`src/rtl/div_arbiter_if.sv`:
```
// Requester-side and divider-register-port signals of div_arbiter.
// master: the arbiter's view; slave: the requester/divider side.
interface div_arbiter_if #(
  parameter int N_REQ = 2
);
  logic [N_REQ-1:0]    req;
  logic [32*N_REQ-1:0] req_dividend;
  logic [32*N_REQ-1:0] req_divisor;
  logic [N_REQ-1:0]    done;
  logic                err;
  logic [31:0]         quotient;
  logic [31:0]         remainder;
  logic                arb_busy;
  logic [7:0]          div_address;
  logic [31:0]         div_write_data;
  logic                div_we;
  logic                div_re;
  logic [31:0]         div_read_data;

  modport master (
    input  req, req_dividend, req_divisor, div_read_data,
    output done, err, quotient, remainder, arb_busy,
           div_address, div_write_data, div_we, div_re
  );

  modport slave (
    output req, req_dividend, req_divisor, div_read_data,
    input  done, err, quotient, remainder, arb_busy,
           div_address, div_write_data, div_we, div_re
  );
endinterface

```
`src/rtl/div_arbiter.sv`:
```
// Round-robin arbiter that sequences divide jobs from N_REQ requesters onto
// a single sequential divider through its register port.
//
// state    | meaning
// IDLE     | poll divider status, grant next requester when divider is idle
// WR_END   | write latched dividend to offset 0x04
// WR_SOR   | write latched divisor to offset 0x08 (starts the divide)
// POLL     | read status until busy clears or the poll budget runs out
// RD_QUO   | read quotient (0x0C) into holding register
// RD_REM   | read remainder (0x10)
// DONE     | done/err pulse and results visible, round-robin pointer moves
module div_arbiter #(
  parameter int N_REQ      = 2,
  parameter int POLL_LIMIT = 48
) (
  input  logic          clk,
  input  logic          rst,
  div_arbiter_if.master io_bus
);

  localparam int IW = (N_REQ > 1) ? $clog2(N_REQ) : 1;
  localparam int CW = $clog2(POLL_LIMIT + 1);

  localparam logic [7:0] A_STATUS    = 8'h00;
  localparam logic [7:0] A_DIVIDEND  = 8'h04;
  localparam logic [7:0] A_DIVISOR   = 8'h08;
  localparam logic [7:0] A_QUOTIENT  = 8'h0C;
  localparam logic [7:0] A_REMAINDER = 8'h10;

  typedef enum logic [2:0] {
    S_IDLE,
    S_WR_END,
    S_WR_SOR,
    S_POLL,
    S_RD_QUO,
    S_RD_REM,
    S_DONE
  } state_t;

  state_t r_state;
  state_t w_next;

  logic [IW-1:0]      r_idx;
  logic [IW-1:0]      r_last;
  logic [31:0]        r_dividend;
  logic [31:0]        r_divisor;
  logic [31:0]        r_quo_hold;
  logic [CW-1:0]      r_poll_cnt;
  logic [N_REQ-1:0]   r_done;
  logic               r_err;
  logic [31:0]        r_quotient;
  logic [31:0]        r_remainder;

  logic [2*N_REQ-1:0] w_req2;
  logic [IW-1:0]      w_win;
  logic               w_found;
  logic [N_REQ-1:0]   w_onehot;
  logic [CW-1:0]      w_poll_inc;
  logic               w_div_busy;
  logic               w_timeout;
  logic [7:0]         w_addr;
  logic [31:0]        w_wdata;
  logic               w_we;
  logic               w_re;

  assign w_req2     = {io_bus.req, io_bus.req};
  assign w_div_busy = io_bus.div_read_data[0];
  assign w_poll_inc = r_poll_cnt + CW'(1);

  // Search upward from the requester after the last one granted, wrapping.
  always_comb begin
    w_found = 1'b0;
    w_win   = '0;
    for (int k = 1; k <= N_REQ; k++) begin
      if (!w_found && w_req2[int'(r_last) + k]) begin
        w_found = 1'b1;
        if (int'(r_last) + k >= N_REQ) begin
          w_win = IW'(int'(r_last) + k - N_REQ);
        end else begin
          w_win = IW'(int'(r_last) + k);
        end
      end
    end
  end

  always_comb begin
    w_onehot        = '0;
    w_onehot[r_idx] = 1'b1;
  end

  always_comb begin
    w_next    = r_state;
    w_addr    = A_STATUS;
    w_wdata   = '0;
    w_we      = 1'b0;
    w_re      = 1'b0;
    w_timeout = 1'b0;
    case (r_state)
      S_IDLE: begin
        w_re = 1'b1;
        if (w_found && !w_div_busy) begin
          w_next = S_WR_END;
        end
      end
      S_WR_END: begin
        w_addr  = A_DIVIDEND;
        w_we    = 1'b1;
        w_wdata = r_dividend;
        w_next  = S_WR_SOR;
      end
      S_WR_SOR: begin
        w_addr  = A_DIVISOR;
        w_we    = 1'b1;
        w_wdata = r_divisor;
        w_next  = S_POLL;
      end
      S_POLL: begin
        w_re = 1'b1;
        if (!w_div_busy) begin
          w_next = S_RD_QUO;
        end else if (w_poll_inc == CW'(POLL_LIMIT)) begin
          w_timeout = 1'b1;
          w_next    = S_DONE;
        end
      end
      S_RD_QUO: begin
        w_addr = A_QUOTIENT;
        w_re   = 1'b1;
        w_next = S_RD_REM;
      end
      S_RD_REM: begin
        w_addr = A_REMAINDER;
        w_re   = 1'b1;
        w_next = S_DONE;
      end
      S_DONE: begin
        w_next = S_IDLE;
      end
      default: begin
        w_next = S_IDLE;
      end
    endcase
  end

  always_ff @(posedge clk) begin
    if (rst) begin
      r_state     <= S_IDLE;
      r_idx       <= '0;
      r_last      <= IW'(N_REQ - 1);
      r_dividend  <= '0;
      r_divisor   <= '0;
      r_quo_hold  <= '0;
      r_poll_cnt  <= '0;
      r_done      <= '0;
      r_err       <= 1'b0;
      r_quotient  <= '0;
      r_remainder <= '0;
    end else begin
      r_state <= w_next;
      r_done  <= '0;
      r_err   <= 1'b0;
      case (r_state)
        S_IDLE: begin
          if (w_next == S_WR_END) begin
            r_idx      <= w_win;
            r_dividend <= io_bus.req_dividend[32*int'(w_win) +: 32];
            r_divisor  <= io_bus.req_divisor[32*int'(w_win) +: 32];
          end
        end
        S_WR_SOR: r_poll_cnt <= '0;
        S_POLL: begin
          if (w_div_busy) begin
            r_poll_cnt <= w_poll_inc;
          end
        end
        S_RD_QUO: r_quo_hold <= io_bus.div_read_data;
        S_DONE:   r_last     <= r_idx;
        default: ;
      endcase
      // Results and pulses are loaded on entry so they line up with the DONE cycle.
      if (w_next == S_DONE) begin
        r_done      <= w_onehot;
        r_err       <= w_timeout;
        r_quotient  <= w_timeout ? 32'h0 : r_quo_hold;
        r_remainder <= w_timeout ? 32'h0 : io_bus.div_read_data;
      end
    end
  end

  assign io_bus.done           = r_done;
  assign io_bus.err            = r_err;
  assign io_bus.quotient       = r_quotient;
  assign io_bus.remainder      = r_remainder;
  assign io_bus.arb_busy       = (r_state != S_IDLE);
  assign io_bus.div_address    = w_addr;
  assign io_bus.div_write_data = w_wdata;
  assign io_bus.div_we         = w_we;
  assign io_bus.div_re         = w_re;

endmodule

```
`src/flat_wrapper.sv`:
```
// flat-port wrapper written by rule: the top's interface ports become plain ports
module div_arbiter_flat 
#(
  parameter int N_REQ      = 2,
  parameter int POLL_LIMIT = 48
)
  (clk, rst, io_bus_req, io_bus_req_dividend, io_bus_req_divisor, io_bus_div_read_data, io_bus_done, io_bus_err, io_bus_quotient, io_bus_remainder, io_bus_arb_busy, io_bus_div_address, io_bus_div_write_data, io_bus_div_we, io_bus_div_re);
  div_arbiter_if #(.N_REQ(N_REQ)) io_bus_i ();
  input  logic clk;
  input  logic rst;
  input wire logic [$bits(io_bus_i.req)-1:0] io_bus_req;
  input wire logic [$bits(io_bus_i.req_dividend)-1:0] io_bus_req_dividend;
  input wire logic [$bits(io_bus_i.req_divisor)-1:0] io_bus_req_divisor;
  input wire logic [$bits(io_bus_i.div_read_data)-1:0] io_bus_div_read_data;
  output wire logic [$bits(io_bus_i.done)-1:0] io_bus_done;
  output wire logic [$bits(io_bus_i.err)-1:0] io_bus_err;
  output wire logic [$bits(io_bus_i.quotient)-1:0] io_bus_quotient;
  output wire logic [$bits(io_bus_i.remainder)-1:0] io_bus_remainder;
  output wire logic [$bits(io_bus_i.arb_busy)-1:0] io_bus_arb_busy;
  output wire logic [$bits(io_bus_i.div_address)-1:0] io_bus_div_address;
  output wire logic [$bits(io_bus_i.div_write_data)-1:0] io_bus_div_write_data;
  output wire logic [$bits(io_bus_i.div_we)-1:0] io_bus_div_we;
  output wire logic [$bits(io_bus_i.div_re)-1:0] io_bus_div_re;
  assign io_bus_i.req = io_bus_req;
  assign io_bus_i.req_dividend = io_bus_req_dividend;
  assign io_bus_i.req_divisor = io_bus_req_divisor;
  assign io_bus_i.div_read_data = io_bus_div_read_data;
  assign io_bus_done = io_bus_i.done;
  assign io_bus_err = io_bus_i.err;
  assign io_bus_quotient = io_bus_i.quotient;
  assign io_bus_remainder = io_bus_i.remainder;
  assign io_bus_arb_busy = io_bus_i.arb_busy;
  assign io_bus_div_address = io_bus_i.div_address;
  assign io_bus_div_write_data = io_bus_i.div_write_data;
  assign io_bus_div_we = io_bus_i.div_we;
  assign io_bus_div_re = io_bus_i.div_re;
  div_arbiter #(.N_REQ(N_REQ), .POLL_LIMIT(POLL_LIMIT)) u_core (.clk(clk), .rst(rst), .io_bus(io_bus_i));
endmodule
```
`config.mk`:
```
export PLATFORM = sky130hd
export DESIGN_NAME = div_arbiter_flat
export DESIGN_NICKNAME = d
export VERILOG_FILES = /design/src/rtl/div_arbiter_if.sv /design/src/rtl/div_arbiter.sv /design/src/flat_wrapper.sv
export SDC_FILE = /design/constraint.sdc
export NUM_CORES = 1
export LEC_CHECK = 0
export ABC_AREA = 0
export BUFFER_PORTS_ARGS = -buffer_cell sky130_fd_sc_hd__buf_2
export CORE_ASPECT_RATIO = 1.4
export CORE_MARGIN = 8
export CORE_UTILIZATION = 54
export DETAILED_ROUTE_END_ITERATION = 16
export GPL_ROUTABILITY_DRIVEN = 0
export HOLD_SLACK_MARGIN = 0.15
export PLACE_DENSITY = 0.85
export SYNTH_ARGS = -nofsm -noshare
export SYNTH_HDL_FRONTEND = slang
export SYNTH_SLANG_ARGS = --single-unit
```
`constraint.sdc`:
```
create_clock -name clk -period 3.66 [get_ports clk]
set_clock_uncertainty 0.15 [all_clocks]
set_input_delay 1.098 -clock clk [delete_from_list [all_inputs] [get_ports clk]]
set_output_delay 1.098 -clock clk [all_outputs]
set_load 0.02 [all_outputs]
```
== Word-level counts from Yosys, hierarchy flattened ==
Cells that the tools add are included.
Operators by class
  shift-type cells: 2
  add/sub/neg operators: 5
  reduce and logical (&&, ||, !) cells: 13
  magnitude comparators: 6
  eq/ne operators: 10
  multiplexer cells: 29
  bitwise operators: 1
Operator list (number)
  64-bit by 7-bit indexed part select with 32-bit output: 2
  32-bit 2-to-1 mux: 2
  32-bit case mux with 2 select lines: 1
  5-bit case mux with 4 select lines: 1
  3-bit case mux with 6 select lines: 1
  1-bit 2-to-1 mux: 16
  3-bit == test (second input constant): 4
  6-bit case mux with 2 select lines: 1
  3-bit 2-to-1 mux: 3
  6-bit by 1-bit adder with 6-bit output (second input constant): 1
  3-bit by 1-bit == test with 1-bit output (second input constant): 2
  3-bit by 2-bit == test with 1-bit output (second input constant): 2
  6-bit == test (second input constant): 1
  6-bit 2-to-1 mux: 1
  1-bit binary-select mux with 2-bit select: 2
  2-bit AND reduction: 2
  2-bit OR reduction: 2
  4-bit OR reduction: 1
  1-bit by 2-bit adder with 3-bit output (second input constant): 1
  3-bit by 2-bit greater-or-equal comparator with 1-bit output (second input constant): 1
  1-bit logical AND: 3
  3-bit logical NOT: 1
  2-bit by 3-bit < comparator with 1-bit output (second input constant): 1
  3-bit < comparator (second input constant): 1
  other kinds (11): 13
Storage, ports and cells
  word-level logic and storage cells: 77
  register bits after elaboration: 174
  bits of input ports: 164

== Depth between registers and ports, before layout ==
Gate-level depths: netlist of run 1.
  depth after elaboration: 14
  depth in mapped cells: 7

== Worst setup path after synthesis of run 1 ==
Ideal clock, no wire load.
  kind: reg-to-output
  start: register u_core.r_state[0]
  end: output io_bus_div_write_data[11]
  cell stages (with the launch flop): 6
  path buffers: 2
  path slack: 1.044 ns
  data arrival time: 1.368 ns
  required time: 2.412 ns
  cells stage by stage: dfxtp_1 > buf_2 > inv_2 > nor3_2 > buf_2 > a22o_1
On the way
  cells in the longest elaborated chain, start to end: 2
  elaborated cells on any way between the ends: 3
RTL lines
  start: declaration: line div_arbiter.sv:40  | state_t r_state;
  start signal: assignment: line div_arbiter.sv:159  | r_state <= w_next;
  3-bit by 2-bit == test with 1-bit output / 3-bit by 1-bit == test with 1-bit output (equally long branches): line div_arbiter.sv:98  | case (r_state)
  32-bit case mux with 2 select lines (*): line div_arbiter.sv:98
  end: declaration: line flat_wrapper.sv:21  | output wire logic [$bits(io_bus_i.div_write_data)-1:0] io_bus_div_write_data;
Mark *: on every way between the ends. The rest lies on a longest branch, timed or not.

== Worst setup path in the final report of run 1 ==
  start: register u_core.r_state[0]
  end: output io_bus_div_write_data[24]
Same word-level chain as after synthesis.

==> impl_metrics.ini, run 1 <==
[detailed_routing]
drc = 0
vias_per_cell = 5.91
drt-total-wl_um = 25400
ant_nets = 0
wl_per_cell_um = 18.2
dr_total_vias = 8224
drt_first_pass_iters = 5
drt_iter0_drc = 768

[final_layout]
layout-drive-gt1-share = 0.286
stdcell_area_mm2 = 0.00994
regArea_mm2 = 0.00348
mostFrequentLayoutCells = 267 x buf_2, 264 x nand2_1, 174 x dfxtp_1
layout_commonest_cell = buf_2
multi_input_area_mm2 = 0.00401
areaGrowthSynthToFinish_pct = 25.3
fin_nets = 1355
fin_cells = 1392
fillers = 1255
fin_util = 0.688

[timing]
hold_violations = 0
worst_slew_pin_slew_ns = 0.766
timing.setup.tns_ns = 0
period_needed_ns = 3.43
rsz0062_at_grt = false
hold_ws_ns = 0.305
fmax_mhz = 291
timing.final.max_slew_violations = 0
finalSetupViolCount = 0
fin_crit_sh = 0.937
slew_headroom = 0.489
layout_setup_ws_ns = 0.229

[synthesis]
synthSimpleGateAreaFrac = 0.232
synth_compound_area_frac = 0.263
synth_area_mm2 = 0.00793
synth_edf_count = 0
synth_top_family_by_area = compound AO/OA/AOI/OAI gates
ys.flop_type = dfxtp_1
synth-xor-area-share = 0
synthArstFlopShare = 0
yosysSeqAreaShare = 0.439
netlist_instances = 980
synthMuxAreaShare = 0.00126
avgSynthCellArea_um2 = 8.09
synth_fa_ha_area_frac = 0.00158
yosysWarnings = 0
yosysUniqueCellTypes = 46
synth_seq_cells = 174

[clock_tree]
cts_buffer_depth = 2
clock-root-buffer = clkbuf_16
clk_latency_ns = 0.41
postCtsHoldBufs = 0
numCtsBuffers = 17
clkTransAtPathRegs_ns = 0.06
cts.sinks = 174
ctsResizeCount = 0
htree_levels = 4
post-cts-setup-buffers = 0
cts_tree = yes

[global_route]
grt_pass1_wl_um = 41000
grt_max_degree = 85
grt_usage = 0.260
gr-total-overflow = 0
antenna_found_initial = 0
grt_pass1_vias = 8053

[worst_setup_path]
rr_startpoint = u_core.r_state[1]$_SDFF_PP0_
worst_setup_path_end_kind = output port
cp.required_ns = 2.41
path_max_fanout = 35
timing.rr.end = u_core.r_dividend[17]$_SDFFE_PP0P_
critPathArrivalTime_ns = 2.18
crit_start = u_core.r_state[0]$_SDFF_PP0_
endpoint = io_bus_div_write_data[24]
critPathKind = reg -> out
reg2reg_depth = 5
regToRegSetupSlack_ns = 1.45
start_kind = flop

[floorplanning]
die_h_um = 159
rows = 52
ios = 274
core-area_mm2 = 0.0144
die_w_um = 118
initial_utilization = 0.549
dieArea_mm2 = 0.0189

[run_status]
status = finished clean

[placed_design]
dp_hpwl_um = 17400
port_buffers = 268
dpl_cell_area_mm2 = 0.00934
preCtsSetupSlack_ns = 0.701
place_inst = 1360

[flow_run]
drv_cap = 0

[pwr]
leakage_nw = 4.44
p_per_area_mw_per_mm2 = 451
finalPower_mw = 4.48
ir_drop_uv = 300

[worst_hold_path]
hold_class = reg -> reg
## synth_stat cells (2+ instances only)
| cell type | count | share of area |
|---|---|---|
| a211oi_1 | 2 | 0.0019 |
| a21oi_1 | 38 | 0.024 |
| a22o_1 | 32 | 0.035 |
| a22oi_1 | 64 | 0.061 |
| a311oi_1 | 56 | 0.062 |
| a311oi_2 | 10 | 0.019 |
| and2_1 | 2 | 0.0016 |
| buf_1 | 3 | 0.0014 |
| buf_2 | 30 | 0.019 |
| buf_4 | 6 | 0.0057 |
| buf_6 | 5 | 0.0071 |
| clkbuf_1 | 59 | 0.028 |
| dfxtp_1 | 174 | 0.44 |
| inv_1 | 2 | 0.00095 |
| nand2_1 | 265 | 0.13 |
| nand2b_1 | 5 | 0.0039 |
| nand4_1 | 2 | 0.0016 |
| nor2_1 | 79 | 0.037 |
| nor2_4 | 2 | 0.0028 |
| nor2b_1 | 3 | 0.0024 |
| nor3_1 | 3 | 0.0019 |
| nor3b_1 | 45 | 0.043 |
| o2111ai_1 | 20 | 0.022 |
| o21ai_0 | 51 | 0.032 |
## power breakdown
group	total (mW)	switching, mW	internal [mW]
logic	0.597	0.360	0.237
registers	2.05	0.0693	1.98
clock network	1.83	0.768	1.07
## cells by family after synthesis
family / Yosys count
adders and majority gates: 1
DFF: 174
AOI/OAI and AO/OA: 279
other: 1
muxes: 1
buffers and inverters: 106
and+or+nand+nor: 418
## worst max-delay path: stages (launching register included)
cell and delay [ns]:
dfxtp_1 0.60, inv_2 0.17, nor3_4 0.18, buf_4 0.40
a22o_1 0.24, buf_2 0.17
## worst min path at each step
stage          cells past startpoint                                from                                 end
2_1_floorplan                      1           u_core.r_idx$_SDFFE_PP0P_    u_core.io_bus.done[0]$_SDFF_PP0_
3_3_place_gp                       2  u_core.r_quo_hold[29]$_SDFFE_PP0P_  u_core.r_quo_hold[29]$_SDFFE_PP0P_
3_5_place_dp                       2  u_core.r_quo_hold[13]$_SDFFE_PP0P_  u_core.r_quo_hold[13]$_SDFFE_PP0P_
4_1_cts                            2  u_core.r_quo_hold[13]$_SDFFE_PP0P_  u_core.r_quo_hold[13]$_SDFFE_PP0P_
5_1_grt                            2  u_core.r_quo_hold[13]$_SDFFE_PP0P_  u_core.r_quo_hold[13]$_SDFFE_PP0P_
6_report                           2  u_core.r_quo_hold[29]$_SDFFE_PP0P_  u_core.r_quo_hold[29]$_SDFFE_PP0P_
## layout make-up
cell class | count | share of cell area
repair buffers | 290 | 0.161
diodes | 1 | 0.000252
clock inverters | 11 | 0.0132
multi-input cells | 704 | 0.403
inverters | 3 | 0.00113
flip-flops and latches | 174 | 0.351
well taps | 189 | 0.0238
clock buffers | 20 | 0.0470
## registers in the layout (all words and copies together), names as in the netlist
signal and cells:
u_core.io_bus.quotient 32, u_core.io_bus.remainder 32, u_core.r_dividend 32, u_core.r_divisor 32, u_core.r_quo_hold 32, u_core.r_poll_cnt 6, u_core.r_state 3, u_core.io_bus.done 2
u_core.io_bus.err 1, u_core.r_idx 1, u_core.r_last 1
## per-layer routing
metal / track usage / up-vias / part of all wire
met5: 0 / - / 0
li1: - / 3909 / -
met2: 0.429 / 417 / 0.48
met1: 0.298 / 3853 / 0.40
met3: 0.0908 / 45 / 0.10
met4: 0.110 / 0 / 0.029
Note: power is estimated with default switching activity, not from simulation.
==> run 2, diff against run 1 <==
--- a/config.mk
+++ b/config.mk
@@ -7,13 +7,14 @@
 export LEC_CHECK = 0
 export ABC_AREA = 0
 export BUFFER_PORTS_ARGS = -buffer_cell sky130_fd_sc_hd__buf_2
-export CORE_ASPECT_RATIO = 1.4
+export CORE_ASPECT_RATIO = 0.75
 export CORE_MARGIN = 8
-export CORE_UTILIZATION = 54
+export CORE_UTILIZATION = 55
+export CTS_BUF_LIST = sky130_fd_sc_hd__clkbuf_8
 export DETAILED_ROUTE_END_ITERATION = 16
 export GPL_ROUTABILITY_DRIVEN = 0
 export HOLD_SLACK_MARGIN = 0.15
-export PLACE_DENSITY = 0.85
+export PLACE_DENSITY = 0.87
 export SYNTH_ARGS = -nofsm -noshare
 export SYNTH_HDL_FRONTEND = slang
 export SYNTH_SLANG_ARGS = --single-unit
==> run 2 against run 1 <==
Net effect: register-to-register slack lost 0.36 ns; non-clock buffer count shrank 4; cell area shrank 2.6%; sequential cell count is the same; clock power shrank 20%; routed wire length shrank 2.9%; via count shrank 1.3%; hold slack lost 0.0094 ns; count of clock-buffer cells in the layout shrank 1; utilization shrank 0.96 points; critical endpoint is now io_bus_div_write_data[1].
==> impl_metrics.ini, run 2 (synthesis results as in run 1) <==
[pwr]
ir_drop_uv = 223
leakage_nw = 4.33
internal_power_mw = 2.97
switching_share = 0.270
power.share.combinational = 0.143
p_per_area_mw_per_mm2 = 421
power_frac_seq = 0.500
power.switching_mw = 1.10
power_frac_clock = 0.358

[timing]
timing.setup.tns_ns = 0
period_needed_ns = 3.48
finalSetupViolCount = 0
layout_setup_ws_ns = 0.180
slew_headroom = 0.313
hold_violations = 0
fmax_mhz = 287
rsz0062_at_grt = false
worst_slew_pin_slew_ns = 1.03
timing.final.max_slew_violations = 0
fin_crit_sh = 0.951

[worst_setup_path]
crit_start = u_core.r_state[0]$_SDFF_PP0_
cp.required_ns = 2.41
timing.rr.end = u_core.io_bus.quotient[4]$_SDFFE_PP0N_
cp_slowest_cell = dfxtp_1
start_kind = flop
regToRegSetupSlack_ns = 1.09
max_stage_delay_ns = 0.59
reg2reg_depth = 5
critPathArrivalTime_ns = 2.23
endpoint = io_bus_div_write_data[1]
worst_setup_path_end_kind = output port
path_max_fanout = 35
rr_startpoint = u_core.r_state[2]$_SDFF_PP0_
path_cells = inv_2, nor3_4, buf_4, a22o_1, buf_2
critPathKind = reg -> out

[placed_design]
port_buffers = 268
place_inst = 1347
preCtsSetupSlack_ns = 0.596
dp_hpwl_um = 16800

[floorplanning]
die_h_um = 120
core-area_mm2 = 0.0143
rows = 38
ios = 274
dieArea_mm2 = 0.0186
die_w_um = 155
initial_utilization = 0.556

[detailed_routing]
ant_nets = 0
vias_per_cell = 5.88
drt_iter0_drc = 769
wl_per_cell_um = 17.9
drc = 0
drt_first_pass_iters = 5
dr_total_vias = 8115
drt-total-wl_um = 24600

[final_layout]
layout_commonest_cell = buf_2
areaGrowthSynthToFinish_pct = 22.0
fin_nets = 1351
layout-drive-gt1-share = 0.282
fillers = 1215
fin_cells = 1379
mostFrequentLayoutCells = 267 x buf_2, 264 x nand2_1, 174 x dfxtp_1

[clock_tree]
postCtsHoldBufs = 0
htree_levels = 4
numCtsBuffers = 17
post-cts-setup-buffers = 0
clock-root-buffer = clkbuf_8
clkTransAtPathRegs_ns = 0.09
cts_buffer_depth = 2
ctsResizeCount = 0
cts.sinks = 174
cts_tree = yes
clk_latency_ns = 0.45

[global_route]
grt_pass1_wl_um = 39400
grt_pass1_vias = 7591
antenna_found_initial = 1
grt_usage = 0.257
grt_max_degree = 129
gr-total-overflow = 0

[run_status]
status = finished clean

[worst_hold_path]
hold_class = reg -> reg

[flow_run]
drv_cap = 0
==> run 2: changes by cell type in the layout (fill, tap and decap cells not counted), sizes merged <==
cell      before  now
buf          290  286
bufinv         2    4
clkbuf        20   19
clkinv         5    4
clkinvlp       2    1
inv            5    6
==> run 2: cell type report <==
type,count,area [µm²],share of cell area
diodes,1,2.50,0.000259
clock buffers,19,262,0.0270
clock inverters,12,168,0.0173
inverters,3,11.3,0.00116
multi-input cells,704,4010,0.414
flip-flops and latches,174,3480,0.360
well taps,180,225,0.0233
repair buffers,286,1520,0.157
==> run 2: how the worst min path moves through the flow <==
stage,startpoint,cells past startpoint,to,slack [ns]
2_1_floorplan,u_core.r_idx$_SDFFE_PP0P_,1,u_core.io_bus.done[0]$_SDFF_PP0_,0.26
3_3_place_gp,u_core.r_quo_hold[10]$_SDFFE_PP0P_,2,u_core.r_quo_hold[10]$_SDFFE_PP0P_,0.30
3_5_place_dp,u_core.r_quo_hold[18]$_SDFFE_PP0P_,2,u_core.r_quo_hold[18]$_SDFFE_PP0P_,0.30
4_1_cts,u_core.r_idx$_SDFFE_PP0P_,1,u_core.io_bus.done[0]$_SDFF_PP0_,0.31
5_1_grt,u_core.r_quo_hold[22]$_SDFFE_PP0P_,2,u_core.r_quo_hold[22]$_SDFFE_PP0P_,0.33
6_report,u_core.r_idx$_SDFFE_PP0P_,1,u_core.io_bus.done[0]$_SDFF_PP0_,0.30
==> run 2: through the flow <==
stage	cell area (µm²)	hold WS [ns]	power, mW	utilization
after floorplan	7940	0.265	2.45	-
after global placement	9240	0.295	2.65	0.648
after global routing	9680	0.331	4.25	0.678
final	9680	0.296	4.08	0.678
after CTS	9670	0.311	4.10	0.678
after detailed placement	9240	0.300	2.66	0.648
==> run 2: critical path: cells and delay by family, from the launching register on <==
family	cells	cell delay, ns
buffers and inverters	3	0.75
and+or+nand+nor	1	0.18
DFF	1	0.59
AOI/OAI and AO/OA	1	0.25
==> run 2: layer usage <==
metal,global-route usage,vias up,routed length [µm]
met5,0,-,0
met4,0.0946,0,463
met3,0.0797,37,2410
met2,0.398,370,11300
met1,0.334,3810,10500
li1,-,3898,-
==> run 2: power groups by stage <==
stage	registers, mW	clock network, mW	logic, mW
finish	2.04	1.46	0.581
global route	2.05	1.56	0.637
CTS	2.04	1.48	0.580
detailed placement	2.08	0	0.578
global placement	2.08	0	0.569
floorplan	2.06	0	0.390
